`src/rtl/wall_column_gen_if.sv`:
```
// Request/column handshake between the physics datapath and the wall column generator.
interface wall_column_gen_if #(
  parameter int COL_H = 100
);
  logic             start;
  logic             req;
  logic             busy;
  logic             col_valid;
  logic [COL_H-1:0] col_data;
  logic             col_hwall;
  logic             map_end;

  modport master (
    output start, req,
    input  busy, col_valid, col_data, col_hwall, map_end
  );

  modport slave (
    input  start, req,
    output busy, col_valid, col_data, col_hwall, map_end
  );
endinterface

```
`src/rtl/wall_column_gen.sv`:
```
// Generates one wall column per request: a gap that narrows and drifts, ending in a zero column.
// Define WALL_LFSR_EN for pseudo-random gap drift; otherwise the gap bounces up and down.
module wall_column_gen #(
  parameter int COL_H   = 100,
  parameter int MAX_GAP = 60,
  parameter int MIN_GAP = 24,
  parameter int MAP_LEN = 1024
) (
  input  logic             clk,
  input  logic             resetn,
  wall_column_gen_if.slave bus
);

  localparam int                 CNT_W    = $clog2(MAP_LEN + 1);
  localparam logic [7:0]         TOP_INIT = 8'((COL_H - MAX_GAP) / 2);
  localparam logic [7:0]         GAP_INIT = 8'(MAX_GAP);
  localparam logic [7:0]         GAP_MIN  = 8'(MIN_GAP);
  localparam logic [7:0]         HEIGHT   = 8'(COL_H);
  localparam logic [CNT_W-1:0]   CNT_END  = CNT_W'(MAP_LEN);

  typedef enum logic [1:0] {S_IDLE, S_CALC, S_BUILD, S_DONE} state_t;

  state_t            r_state;
  state_t            w_state_nxt;
  logic              w_busy;
  logic              w_col_valid;

  logic [CNT_W-1:0]  r_col_count;
  logic [7:0]        r_gap_w;
  logic [7:0]        r_gap_top;
  logic [COL_H-1:0]  r_col_data;
  logic              r_col_hwall;
  logic              r_map_end;

  logic              w_width_dec;
  logic [7:0]        w_gap_w_nxt;
  logic [7:0]        w_hi;
  logic signed [7:0] w_delta;
  logic signed [7:0] w_raw;
  logic [7:0]        w_gap_top_nxt;
  logic              w_clamp_hit;
  logic              w_at_end;
  logic              w_hwall;
  logic [COL_H-1:0]  w_col;

`ifdef WALL_LFSR_EN
  logic [15:0]       r_lfsr;
  logic              w_lfsr_fb;
`else
  logic              r_dir_up;
`endif

  // FSM state register
  always_ff @(posedge clk or negedge resetn) begin
    if (!resetn) r_state <= S_IDLE;
    else         r_state <= w_state_nxt;
  end

  // FSM next state; start overrides everything, including a coincident req
  always_comb begin
    w_state_nxt = r_state;
    if (bus.start) begin
      w_state_nxt = S_IDLE;
    end else begin
      case (r_state)
        S_IDLE:  if (bus.req) w_state_nxt = S_CALC;
        S_CALC:  w_state_nxt = S_BUILD;
        S_BUILD: w_state_nxt = S_DONE;
        S_DONE:  w_state_nxt = S_IDLE;
        default: w_state_nxt = S_IDLE;
      endcase
    end
  end

  // FSM outputs
  always_comb begin
    w_busy      = 1'b0;
    w_col_valid = 1'b0;
    case (r_state)
      S_CALC, S_BUILD: w_busy      = 1'b1;
      S_DONE:          w_col_valid = 1'b1;
      default: ;
    endcase
  end

`ifdef WALL_LFSR_EN
  assign w_lfsr_fb = r_lfsr[0] ^ r_lfsr[2] ^ r_lfsr[3] ^ r_lfsr[5];

  always_comb begin
    case (r_lfsr[2:0])
      3'd0:    w_delta = -8'sd2;
      3'd1:    w_delta = -8'sd1;
      3'd6:    w_delta = 8'sd1;
      3'd7:    w_delta = 8'sd2;
      default: w_delta = 8'sd0;
    endcase
  end
`else
  assign w_delta = r_dir_up ? 8'sd1 : -8'sd1;
`endif

  // Gap narrows every 64 columns; position clamp uses the already-narrowed width
  always_comb begin
    w_width_dec = (r_col_count != '0) && (r_col_count[5:0] == 6'd0);
    w_gap_w_nxt = (w_width_dec && (r_gap_w > GAP_MIN)) ? r_gap_w - 8'd1 : r_gap_w;
    w_hi        = HEIGHT - w_gap_w_nxt - 8'd1;
    w_raw       = $signed(r_gap_top) + w_delta;
    w_clamp_hit = 1'b0;
    if (w_raw < 8'sd1) begin
      w_gap_top_nxt = 8'd1;
      w_clamp_hit   = 1'b1;
    end else if (w_raw > $signed(w_hi)) begin
      w_gap_top_nxt = w_hi;
      w_clamp_hit   = 1'b1;
    end else begin
      w_gap_top_nxt = $unsigned(w_raw);
    end
  end

  assign w_at_end = (r_col_count == CNT_END);
  assign w_hwall  = w_at_end || (r_col_count[6:0] < 7'd124);

  always_comb begin
    w_col = '0;
    for (int j = 0; j < COL_H; j++) begin
      w_col[j] = !w_at_end &&
                 ((j < int'(r_gap_top)) || (j >= int'(r_gap_top) + int'(r_gap_w)));
    end
  end

  always_ff @(posedge clk or negedge resetn) begin
    if (!resetn) begin
      r_col_count <= '0;
      r_gap_w     <= GAP_INIT;
      r_gap_top   <= TOP_INIT;
      r_col_data  <= '0;
      r_col_hwall <= 1'b1;
      r_map_end   <= 1'b0;
`ifdef WALL_LFSR_EN
      r_lfsr      <= 16'hACE1;
`else
      r_dir_up    <= 1'b1;
`endif
    end else if (bus.start) begin
      // column outputs deliberately keep their last value across a restart
      r_col_count <= '0;
      r_gap_w     <= GAP_INIT;
      r_gap_top   <= TOP_INIT;
      r_map_end   <= 1'b0;
`ifdef WALL_LFSR_EN
      r_lfsr      <= 16'hACE1;
`else
      r_dir_up    <= 1'b1;
`endif
    end else begin
      case (r_state)
        S_CALC: begin
          r_gap_w   <= w_gap_w_nxt;
          r_gap_top <= w_gap_top_nxt;
`ifdef WALL_LFSR_EN
          r_lfsr    <= {w_lfsr_fb, r_lfsr[15:1]};
`else
          if (w_clamp_hit) r_dir_up <= !r_dir_up;
`endif
        end
        S_BUILD: begin
          r_col_data  <= w_col;
          r_col_hwall <= w_hwall;
          if (w_at_end) r_map_end   <= 1'b1;
          else          r_col_count <= r_col_count + 1'b1;
        end
        default: ;
      endcase
    end
  end

  assign bus.busy      = w_busy;
  assign bus.col_valid = w_col_valid;
  assign bus.col_data  = r_col_data;
  assign bus.col_hwall = r_col_hwall;
  assign bus.map_end   = r_map_end;

endmodule
```
`src/flat_wrapper.sv`:
```
// flat-port wrapper written by rule: the top's interface ports become plain ports
module wall_column_gen_flat 
#(
  parameter int COL_H   = 100,
  parameter int MAX_GAP = 60,
  parameter int MIN_GAP = 24,
  parameter int MAP_LEN = 1024
)
  (clk, resetn, bus_start, bus_req, bus_busy, bus_col_valid, bus_col_data, bus_col_hwall, bus_map_end);
  wall_column_gen_if #(.COL_H(COL_H)) bus_i ();
  input  logic clk;
  input  logic resetn;
  input wire logic [$bits(bus_i.start)-1:0] bus_start;
  input wire logic [$bits(bus_i.req)-1:0] bus_req;
  output wire logic [$bits(bus_i.busy)-1:0] bus_busy;
  output wire logic [$bits(bus_i.col_valid)-1:0] bus_col_valid;
  output wire logic [$bits(bus_i.col_data)-1:0] bus_col_data;
  output wire logic [$bits(bus_i.col_hwall)-1:0] bus_col_hwall;
  output wire logic [$bits(bus_i.map_end)-1:0] bus_map_end;
  assign bus_i.start = bus_start;
  assign bus_i.req = bus_req;
  assign bus_busy = bus_i.busy;
  assign bus_col_valid = bus_i.col_valid;
  assign bus_col_data = bus_i.col_data;
  assign bus_col_hwall = bus_i.col_hwall;
  assign bus_map_end = bus_i.map_end;
  wall_column_gen #(.COL_H(COL_H), .MAX_GAP(MAX_GAP), .MIN_GAP(MIN_GAP), .MAP_LEN(MAP_LEN)) u_core (.clk(clk), .resetn(resetn), .bus(bus_i));
endmodule
```
`config.mk`:
```
export PLATFORM = sky130hd
export DESIGN_NAME = wall_column_gen_flat
export DESIGN_NICKNAME = d
export VERILOG_FILES = /design/src/rtl/wall_column_gen_if.sv /design/src/rtl/wall_column_gen.sv /design/src/flat_wrapper.sv
export SDC_FILE = /design/constraint.sdc
export NUM_CORES = 1
export LEC_CHECK = 0
export BUFFER_PORTS_ARGS = -buffer_cell sky130_fd_sc_hd__buf_4
export CORE_MARGIN = 5
export CORE_UTILIZATION = 59
export CTS_CLUSTER_DIAMETER = 60
export DETAILED_ROUTE_END_ITERATION = 8
export GPL_TIMING_DRIVEN = 0
export PLACE_DENSITY = 0.8
export SETUP_SLACK_MARGIN = 0.3
export SYNTH_ARGS = -nofsm -noshare
export SYNTH_HDL_FRONTEND = slang
export SYNTH_SLANG_ARGS = --single-unit
```
`constraint.sdc`:
```
create_clock -name clk -period 5.2 [get_ports clk]
set_clock_uncertainty 0.1 [all_clocks]
set_input_delay 1.56 -clock clk [delete_from_list [all_inputs] [get_ports clk]]
set_output_delay 1.56 -clock clk [all_outputs]
set_load 0.005 [all_outputs]
```
* After elaboration in Yosys (flattened, before gate mapping)
Cells that the tools add are included.
** Word-level totals
- Bits in registers :: 132
- Bits in latches :: 0
- Bits in writable memories :: 0
- ROM bits :: 0
- Input bits :: 4
- Output and inout port bits :: 104
- Word-level logic and storage cells :: 466
- Memories kept :: 0
** Operators by class
- Add/sub/neg operators :: 6
- $mul :: 0
- Divide/modulo/power cells :: 0
- Magnitude comparators :: 204
- Eq/ne operators :: 6
- Shifts and indexed selects :: 0
- Multiplexer cells :: 24
- Bitwise gates (word level) :: 1
- Reductions and logical operators :: 217
** Operator list (number)
- $ge A8 B32 Y1 const A :: 36
- $ge A7 B32 Y1 const A :: 32
- $ge A6 B32 Y1 const A :: 16
- $lt A7 B8 Y1 const A :: 36
- $ge A5 B32 Y1 const A :: 8
- $lt A6 B8 Y1 const A :: 32
- $ge A4 B32 Y1 const A :: 4
- $lt A5 B8 Y1 const A :: 16
- $logic_and A1 B1 Y1 :: 102
- $logic_or A1 B1 Y1 :: 101
- $ge A3 B32 Y1 const A :: 2
- $lt A4 B8 Y1 const A :: 8
- $mux W8 :: 8
- $mux W11 :: 3
- $ge A1 B32 Y1 const A :: 1
- $ge A2 B32 Y1 const A :: 1
- $lt A3 B8 Y1 const A :: 4
- $lt A1 B8 Y1 const A :: 2
- $lt A2 B8 Y1 const A :: 2
- $sub A8 B1 Y8 const B :: 2
- $add A11 B1 Y11 const B :: 1
- $eq A11 B11 Y1 const B :: 1
- $reduce_bool A11 Y1 :: 1
- $mux W1 :: 10
- 20 further kinds :: 29

* Logic depth before layout (Yosys ltp)
- Depth after elaboration :: 12
- Mapped depth :: 20
- Gate-level depth less buffers :: 19

* Worst setup path after synthesis
Ideal clock, no wire load.
- Path type :: register to register
- Start point :: register u_core.r_gap_w[0]
- End point :: register u_core.r_gap_top[3]
- Setup time :: 0.121 ns
- Arrival time :: 4.124 ns
- Required time :: 4.979 ns
- Setup slack :: 0.855 ns
- Cell stages (with the launch flop) :: 20
- Path buffers :: 1
- Clock period less this slack :: 4.345 ns
- Cells stage by stage :: dfrtp_1 > inv_1 > ha_1 > nand2b_1 > a311oi_2 > nor2_2 > nand2_1 > xnor2_1 > inv_1 > ha_1 > a32oi_1 > xnor2_1 > ha_1 > a211oi_1 > nand2_1 > o221ai_1 > o21a_1 > clkbuf_1 > mux2_2 > a22o_1
** Between the ends
- Word-level cells in the longest chain between the ends :: 10
- Elaborated cells between the ends (all ways) :: 11
- Those cells by class :: 3 x add/sub; 2 x order compare; 5 x mux; 1 x reduce/logical
** RTL lines
- start: declaration :: RTL line wall_column_gen.sv:29 : logic [7:0] r_gap_w;
- start signal: assignment :: RTL line wall_column_gen.sv:158 : r_gap_w <= w_gap_w_nxt;
- $gt A8 B5 Y1 :: RTL line wall_column_gen.sv:105 : w_gap_w_nxt = (w_width_dec && (r_gap_w > GAP_MIN)) ? r_gap_w - 8'd1 : r_gap_w;
- $logic_and A1 B1 Y1 :: RTL line wall_column_gen.sv:105
- $mux W8 * :: RTL line wall_column_gen.sv:105
- $sub A7 B8 Y8 * :: RTL line wall_column_gen.sv:106 : w_hi = HEIGHT - w_gap_w_nxt - 8'd1;
- $sub A8 B1 Y8 * :: RTL line wall_column_gen.sv:106
- $gt A8 B8 Y1 :: RTL line wall_column_gen.sv:112 : end else if (w_raw > $signed(w_hi)) begin
- $mux W8 * :: RTL line wall_column_gen.sv:112
- $mux W8 * :: RTL line wall_column_gen.sv:109 : if (w_raw < 8'sd1) begin
- $mux W8 * :: RTL line wall_column_gen.sv:156 : case (r_state)
- $mux W8 * :: RTL line wall_column_gen.sv:144 : end else if (bus.start) begin
- end signal: assignment :: RTL line wall_column_gen.sv:159 : r_gap_top <= w_gap_top_nxt;
- end: declaration :: RTL line wall_column_gen.sv:30 : logic [7:0] r_gap_top;
Every way passes the cells marked *; elsewhere a longest branch is shown, timed or not. The select of a mux whose other input is x is not followed.
A chain may end at the register's enable or synchronous reset.

* Final worst setup path
Ends and elaborated chain as after synthesis.

==> results_dict.tcl <==
set metrics [dict create \
    status "finished, final reports clean" \
    clockRootBuffer "clkbuf_16" \
    layout-drive-gt1-share 0.168 \
    final_core_util 0.723 \
    wl_um 31400 \
    fill_cells 1144 \
    gp_congestion 1.05 \
    hold_viol 0 \
    drt_iter0_markers 1006 \
    routedWlPerCell_um 23.6 \
    use_met2 0.569 \
    initial_core_util 0.608 \
    crit_path_start_kind "register" \
    vias 8931 \
    grt.busiest_layer "met2" \
    yosysUniqueCellTypes 78 \
    antennaDiodeCount 0 \
    grt_pass1_wl_um 47600 \
    num_rows 43 \
    r2r-start "u_core.r_gap_w[0]" \
    layout_commonest_cell "o21ai_0" \
    die-area_um2 16900 \
    holdPathStages 2 \
    critical_path_required_ns 5.42 \
    cts_setup_buffers 0 \
    core_area_um2 14000 \
    netlist_area_um2 8510 \
    grt_pass1_vias 8482 \
    post-dp-hpwl_um 22800 \
    layout.area.seq_um2 3310 \
    cts_tree "yes" \
    htree_levels 4 \
    ios 108 \
    total_power_uw 7400 \
    ys_ff_latch 132 \
    drv_cap 0 \
    finalNetCount 1172 \
    holdPathEnd "u_core.bus.col_data[31]" \
    ant_nets 0 \
    vias_per_cell 6.73 \
    syn-num-nets 1046 \
    async_flop_share 1.00 \
    min_from "u_core.bus.col_data[31]" \
    setup_viol 0 \
    reg2reg_depth 19 \
    cp_max_fo 9 \
    synth_edf_count 0 \
    grt_max_degree 92 \
    setup.worst_path.class "register to register" \
    die_w_um 130 \
    areaGrowthSynthToFinish_pct 18.9 \
    clk_latency_ns 0.44 \
    slew_violations 0 \
    die_h_um 130 \
    fin_crit_ns 4.61 \
    post-route-period-util 0.886 \
    cts.sink_count 132 \
    fin_tns_setup_ns 0 \
    ir_drop_uv 738 \
    antenna_found_initial 0 \
    yosysWarnings 0 \
    final_cell_mix "152 x o21ai_0, 124 x dfrtp_1, 108 x buf_4" \
    clk_pin_slew_ns 0.07 \
    worstPathArrival_ns 4.83 \
    syn_area_per_cell_um2 8.43 \
    max_freq_mhz 217 \
    worst_pin_slew_ns 1.13 \
    cts_buffers 17 \
    powerDensity_nw_per_um2 732 \
    slew_headroom 0.241 \
    drc 0 \
    leakagePower_uw 0.00431 \
    met3_usage 0.0978 \
    port-buffer-count 106 \
    drtPass1Iterations 5 \
    crit_path_end_kind "register" \
    rsz0062_at_grt "false" \
    grt_use_total 0.372 \
    overflow 0 \
    r2r-end "u_core.r_gap_top[3]" \
    synth_ff_type "dfrtp_1" \
    met1_usage 0.469 \
    hold_class "register to register" \
    r2r_setup_slack_ns 0.59 \
    clockBufferDepth 2 \
    ys_seq_area_frac 0.389 \
    multi_input_area_um2 4800 \
    syn-instance-count 1009 \
]
==> kinds of logic (layout without fill, tap and decap cells) <==
kind of cell	count (synthesis)	after routing	share of synthesized area
AOI/OAI and AO/OA	398	398	0.286
xor gates and xnor gates	33	33	0.0357
adders and majority gates	33	33	0.0503
buffers and inverters	99	238	0.0472
DFF	132	132	0.389
muxes	10	10	0.0121
and+or+nand+nor	304	304	0.179
==> per-layer routing <==
layer	wire length, um	part of all wire
met5	0	0
met4	2380	0.076
met3	3510	0.11
met2	13800	0.44
met1	11700	0.37
==> synthesized netlist by cell type (9+ instances only) <==
cell type	number	area (um2)
xnor2_1	18	158
nand2_1	106	398
clkbuf_1	59	221
dfrtp_1	124	3100
a21oi_1	83	415
a21o_1	17	128
ha_1	31	388
a31oi_1	45	282
o211ai_1	26	195
xor2_1	13	114
o21ai_0	152	761
nor3_1	21	105
nand3_1	25	125
or3_1	9	56.3
inv_1	22	82.6
nor2_1	71	267
==> worst max-delay path, cell delays in order (launching register included) <==
cell and delay, ns:
dfrtp_1 0.43, inv_1 0.12, ha_1 0.28, nand2b_1 0.13
a311oi_4 0.45, nor2_2 0.19, nand2_1 0.12, xnor2_1 0.16
inv_1 0.10, ha_1 0.22, a32oi_1 0.22, xnor2_1 0.19
ha_1 0.30, a211oi_1 0.25, nand2_1 0.08, o221ai_1 0.16
o21a_1 0.14, clkbuf_2 0.25, mux2_2 0.38, a22o_1 0.20
==> layout make-up <==
class,count,area share
Multi-Input combinational cell,778,0.475
Sequential cell,132,0.327
Timing Repair Buffer,107,0.0817
Clock buffer,19,0.0428
Buffer,77,0.0317
Tap cell,180,0.0223
Clock inverter,13,0.0111
Inverter,22,0.00816
==> where the power goes <==
group | switching, uW | leakage (uW) | total [uW] | internal (uW)
Combinational | 2790 | 0.00245 | 4490 | 1700
Clock | 485 | 0.000263 | 1140 | 655
Sequential | 315 | 0.00160 | 1770 | 1460
==> worst max-delay path by stage <==
stage	from	endpoint	cells after the start
global route	u_core.r_gap_w[1]	u_core.r_gap_top[3]	19
floorplan	u_core.r_gap_w[0]	u_core.r_gap_top[3]	19
finish	u_core.r_gap_w[0]	u_core.r_gap_top[3]	19
global placement	u_core.r_gap_w[1]	u_core.r_gap_top[3]	19
CTS	u_core.r_gap_w[0]	u_core.r_gap_top[3]	19
detailed placement	u_core.r_gap_w[0]	u_core.r_gap_top[3]	19
==> registers in the layout, summed over array words and instances (netlist names) <==
name and cells:
u_core.bus.col_data 100, u_core.bus.col_hwall 1, u_core.bus.map_end 1, u_core.r_col_count 11, u_core.r_dir_up 1, u_core.r_gap_top 8, u_core.r_gap_w 8, u_core.r_state 2
==> what timing repair did <==
item | CTS | global route
hold buffers | 0 | 0
setup endpoints to repair | 1 | 3
pin swaps | 0 | 1
resized for setup | 1 | 1
==> through the flow <==
step           cells  setup WS (ns)  instance area, um2  hold WS, ns
6_report        1328          0.592               10100        0.368
5_1_grt         1328          0.310               10100        0.411
4_1_cts         1328          0.437               10100        0.370
3_5_place_dp    1296          0.250                9560        0.358
3_3_place_gp    1295          0.353                9530        0.353
2_1_floorplan   1009          0.855                8510        0.363
Power figures use the tool's default switching activity.
